### config.mk
export PLATFORM = sky130hd
export DESIGN_NAME = sync_debounce
export DESIGN_NICKNAME = d
export VERILOG_FILES = /design/src/rtl/sync_debounce.sv
export SDC_FILE = /design/constraint.sdc
export NUM_CORES = 1
export LEC_CHECK = 0
export ABC_AREA = 1
export BUFFER_PORTS_ARGS = -buffer_cell sky130_fd_sc_hd__buf_2
export CAP_MARGIN = 20
export CORE_AREA = 2 2 126 128
export DETAILED_ROUTE_END_ITERATION = 12
export DIE_AREA = 0 0 128 130
export PLACE_DENSITY = 0.82
export SYNTH_ARGS = -nofsm -noshare
export SYNTH_HDL_FRONTEND = slang
export SYNTH_SLANG_ARGS = --single-unit
### constraint.sdc
create_clock -name dest_clk -period 3.46 [get_ports dest_clk]
set_input_delay 0.173 -clock dest_clk [delete_from_list [all_inputs] [get_ports dest_clk]]
set_output_delay 0.173 -clock dest_clk [all_outputs]
set_load 0.1 [all_outputs]
### src/rtl/sync_debounce.sv
// -----------------------------------------------------------------------------
// sync_debounce
//   Per-bit debouncer and edge detector for board inputs (buttons, DIP
//   switches). Sits directly behind the two-flop synchroniser in the same
//   dest_clk domain. Each bit keeps its own stability counter. The debounced
//   level flips only after STABLE_COUNT consecutive sampled mismatches. Any
//   matching sample restarts the count.
//
// Parameters
//   INPUT_WIDTH  : number of independent input bits
//   CNT_WIDTH    : width of each per-bit stability counter
//   STABLE_COUNT : consecutive mismatching edges before a flip (1..2^CNT_WIDTH-1)
//   RESET_VALUE  : debounced level held during reset
//
// Ports
//   dest_clk     in   clock, rising edge
//   dest_resetn  in   asynchronous active-low reset
//   sync_data    in   synchronised input levels
//   clear_flag   in   single-cycle request to clear change_flag
//   db_data      out  debounced levels
//   rise_pulse   out  one-cycle pulse on a debounced 0->1 transition
//   fall_pulse   out  one-cycle pulse on a debounced 1->0 transition
//   change_flag  out  sticky per-bit transition flag
// -----------------------------------------------------------------------------
module sync_debounce #(
  parameter int unsigned                   INPUT_WIDTH  = 8,
  parameter int unsigned                   CNT_WIDTH    = 16,
  parameter int unsigned                   STABLE_COUNT = 50000,
  parameter logic [INPUT_WIDTH-1:0]        RESET_VALUE  = '0
) (
  input  logic                   dest_clk,
  input  logic                   dest_resetn,
  input  logic [INPUT_WIDTH-1:0] sync_data,
  input  logic                   clear_flag,
  output logic [INPUT_WIDTH-1:0] db_data,
  output logic [INPUT_WIDTH-1:0] rise_pulse,
  output logic [INPUT_WIDTH-1:0] fall_pulse,
  output logic [INPUT_WIDTH-1:0] change_flag
);

  // Terminal count: the mismatch sampled while the counter holds this value
  // is the STABLE_COUNT-th one, so the level flips on that edge.
  localparam logic [CNT_WIDTH-1:0] LP_LAST = CNT_WIDTH'(STABLE_COUNT - 1);

  logic [CNT_WIDTH-1:0]   r_cnt [INPUT_WIDTH];
  logic [INPUT_WIDTH-1:0] r_db;
  logic [INPUT_WIDTH-1:0] r_rise;
  logic [INPUT_WIDTH-1:0] r_fall;
  logic [INPUT_WIDTH-1:0] r_flag;

  always_ff @(posedge dest_clk or negedge dest_resetn) begin
    if (!dest_resetn) begin
      for (int unsigned i = 0; i < INPUT_WIDTH; i++) begin
        r_cnt[i] <= '0;
      end
      r_db   <= RESET_VALUE;
      r_rise <= '0;
      r_fall <= '0;
      r_flag <= '0;
    end else begin
      r_rise <= '0;
      r_fall <= '0;
      // Clear first; a flip below on the same edge overrides it for that bit.
      if (clear_flag) begin
        r_flag <= '0;
      end
      for (int unsigned i = 0; i < INPUT_WIDTH; i++) begin
        if (sync_data[i] == r_db[i]) begin
          r_cnt[i] <= '0;
        end else if (r_cnt[i] == LP_LAST) begin
          r_db[i]   <= sync_data[i];
          r_cnt[i]  <= '0;
          r_rise[i] <= sync_data[i];
          r_fall[i] <= ~sync_data[i];
          r_flag[i] <= 1'b1;
        end else begin
          r_cnt[i] <= r_cnt[i] + 1'b1;
        end
      end
    end
  end

  assign db_data     = r_db;
  assign rise_pulse  = r_rise;
  assign fall_pulse  = r_fall;
  assign change_flag = r_flag;

endmodule

Word level (Yosys, flattened, before mapping)
Index checks and enable logic that the tools add are counted.
- bits in registers: 160
- input bits: 11
- multiplexer cells: 65
- bitwise logic cells: 16
- reductions and logical operators: 8
- add/subtract/negate cells: 8
- equality and inequality tests: 16
- operators with widths (kind ; number):
    $mux W16 ; 16
    $add A16 B1 Y16 const B ; 8
    $eq A16 B16 Y1 const B ; 8
    $mux W1 ; 48
    $not A1 Y1 ; 16
    $reduce_and A2 Y1 ; 8
    $eq A1 B1 Y1 ; 8
    $mux W8 ; 1

Logic depth before layout (Yosys ltp)
- depth after elaboration: 3
- depth in mapped cells: 7
- mapped depth without buffers: 7

Least setup slack after synthesis
Ideal clock, no wire load.
- path kind: register to register
- from: register r_db[5] (netlist: db_data[5])
- to: register r_cnt[40] (netlist name)
- setup slack: 1696 ps
- required time: 3340 ps
- buffers on the path: 0
- clock period less this slack: 1764 ps
- arrival time: 1644 ps
- library setup time: 120 ps
- stages on the path, launching flop included: 6
- cells stage by stage: dfrtp_1 -> nor2_1 -> nor2_1 -> inv_2 -> nand2_2 -> nor2_1
- longest elaborated chain between the ends: 2
- RTL lines (element ; RTL line ; RTL):
    start, declared ; 46 ; logic [INPUT_WIDTH-1:0] r_db;
    start signal, assigned by index ; 71 ; r_db[i] <= sync_data[i];
    $eq A1 B1 Y1 ; 68 ; if (sync_data[i] == r_db[i]) begin
    $mux W16 ; 68 ;
    end signal, assigned by index ; 77 ; r_cnt[i] <= r_cnt[i] + 1'b1;
    end, declared ; 45 ; logic [CNT_WIDTH-1:0] r_cnt [INPUT_WIDTH];
Every way passes these cells.
A chain may end at the register's enable or synchronous reset.

Worst setup path in the final report
- from: register r_cnt[112] (netlist name)
- to: register r_cnt[122] (netlist name)
- longest elaborated chain between the ends: 3
- elaborated cells between the ends (all ways): 4
- those cells by class: 1 x add/sub; 1 x eq/ne; 2 x mux
- RTL lines (element ; RTL line ; RTL):
    $add A16 B1 Y16 or $eq A16 B16 Y1 (tied branches) ; 77, 70 ;
    $mux W16 (*) ; 70 ; end else if (r_cnt[i] == LP_LAST) begin
    $mux W16 (*) ; 68 ;
Every way passes the cells marked *; elsewhere a longest branch is shown, timed or not.

==> results.toml <==
[clocking]
clock-root-buffer = "clkbuf_16"
clk_pin_slew_ns = 0.06
cts-resized-gates = 0
clk_path_buf_depth = 2
cts_tree = "done"
htreeDepth = 4
numClockSinks = 160
cts_made_buffers = 17
clk_latency_ns = 0.43

[sta]
fin_crit_sh_pct = 44.6
whs_ns = 0.288
rsz0062_at_grt = "no"
worst_pin_slew_ns = 0.787
slew_viol_final = 0
hold_viol = 0
fmax_ghz = 0.648
finClkSkew_ns = 0.00747
setup_violations = 0
tns_ns = 0
finalCriticalPeriod_ns = 1.54
slew_headroom_pct = 47.5

[synthesis]
ys_seq_area_share_pct = 48.4
ys_ff_latch = 160
synth_cell_types = 25
yosys_warnings = 0
syn_nets = 1081
syn_avg_cell_area_sq_um = 7.79
synthCells = 1062
synth_area_sq_mm = 0.00827

[placed_design]
gp_congestion = 0.929
place_inst = 1299
io_buffers = 42
place_hpwl_um = 11600

[worst_setup_path]
crit_required_ns = 3.81
critical_path.max_fanout = 4
cp_slowest_stage_delay_ns = 0.38
endpoint_kind = "flop"
worstReg2RegStart = "r_cnt[112]$_DFF_PN0_"
path_cells = "ha_1, nand2_1, nor2_1, nand2_1, o21bai_1, nand3_1, nor2_1"
start_kind = "flop"
path_class = "reg -> reg"
worstSetupStartpoint = "r_cnt[112]$_DFF_PN0_"
crit_arrival_ns = 1.90
cp_slowest_cell = "dfrtp_1"

[die]
initial_core_util_pct = 53.6
coreArea_sq_mm = 0.0154
rows = 46
die_w_um = 128
pin_count = 43
dieArea_sq_mm = 0.0166
dieHeight_um = 130

[pwr]
vdd_drop_max_v = 0.000378
power.leakage_nw = 4.64
p_per_area_mw_per_mm2 = 418

[global_routing]
antenna_found_initial = 0
overflow = 0
track_usage_pct = 20.7
grt_max_degree = 91
grt_pass1_vias = 6351
grt_pass1_wl_um = 28000

[run_status]
status = "finished, final reports clean"

[drt]
dr.pass1.iters = 5
vias_per_cell = 5.07
routed_wl_um = 16100
drt_iter0_drc = 361
ant_nets = 0
num_vias = 6797
drc = 0
wl_per_cell_um = 12.0

[final_layout]
instances_no_fill = 1340
utilization_pct = 61.2
nets = 1154
areaGrowthSynthToFinish_pct = 14.2
final_common_cell = "nor2_1"
layout_common_cells = "nor2_1, nand2_1, dfrtp_1"
diodes = 0
layout-drive-gt1-share_pct = 12.1

[hold_path]
hold_path_class = "in -> reg"
min_from = "clear_flag"

[run]
maxCapViolCount = 0
[cells in the mapped netlist, drive strengths merged]
library cell | count | share of area (%)
nor2 | 298 | 14
nand3b | 1 | 0.091
inv | 131 | 5.9
a21oi | 14 | 0.85
o21ai | 17 | 1.1
xor2 | 41 | 4.3
nand2 | 215 | 11
nor3 | 8 | 0.79
xnor2 | 22 | 2.3
nand4 | 19 | 1.4
nor3b | 2 | 0.18
dfrtp | 160 | 48
nand3 | 104 | 6.7
o21bai | 14 | 1.3
a31oi | 8 | 0.60
ha | 8 | 1.2
[per-stage QoR]
step           area (sq um)  power [mW]  worst slack [ns]
2_1_floorplan          8270        2.02              1.70
3_3_place_gp           8750        2.09              2.02
3_5_place_dp           8750        2.10              1.98
5_1_grt                9440        4.09              1.78
6_report               9440        3.95              1.92
4_1_cts                9440        4.00              1.95
[worst max-delay path, delay by kind of cell (launching register included)]
kind                       cells  cell delay, ns
and+or+nand+nor                5            0.70
adders and majority gates      1            0.21
AOI/OAI and AO/OA              1            0.19
DFF                            1            0.38
[where the power goes]
group	internal (mW)	total [mW]	switching, mW
registers	1.89	1.92	0.0234
logic	0.0470	0.152	0.105
clock network	1.11	1.88	0.769
[area by class of cell]
type	instances	area (sq um)
Tap cell	192	240
Timing Repair Buffer	54	329
Multi-Input combinational cell	771	3780
Sequential cell	160	4000
Inverter	131	492
Fill cell	1351	5980
Clock inverter	13	149
Clock buffer	19	453
[what timing repair did]
item	in CTS	in global routing
setup buffers	0	0
endpoints found under the hold margin	98	0
hold buffers	9	0
[layer usage]
layer	vias to the layer above	global-route usage, %	part of all wire [%]
li1	3474	-	-
met2	146	33.6	48
met3	32	5.29	4.3
met1	3145	27.2	46
met5	-	0	0
met4	0	7.69	1.8
[cells by family (layout without fill, tap and decap cells)]
group                    Yosys count  count (layout)  share of synthesized area, %
AND/OR/NAND/NOR                  647             647                          33.9
flip-flops                       160             160                          48.4
buffers and inverters            131             217                          5.94
XOR/XNOR                          63              63                          6.67
AO/OA/AOI/OAI                     53              53                          3.84
adder cells (fa/ha/maj)            8               8                          1.21
[final timing paths]
check / to / slack (ns) / depth (start not counted)
worst max register to register: r_cnt[122]$_DFF_PN0_ / 1.92 / 7
worst min-delay path: change_flag[3]$_DFF_PN0_ / 0.29 / 4
min in group asynchronous: r_cnt[126]$_DFF_PN0_ / 0.37 / 2
worst max-delay path: r_cnt[122]$_DFF_PN0_ / 1.92 / 7
worst min register to register: r_cnt[96]$_DFF_PN0_ / 0.48 / 1
max in group asynchronous: r_cnt[8]$_DFF_PN0_ / 2.22 / 3
[state kept, by name (all words and copies together), names as in the netlist]
register,cells
r_cnt,128
change_flag,8
db_data,8
fall_pulse,8
rise_pulse,8
No activity file was read; power rests on OpenSTA's default activity.
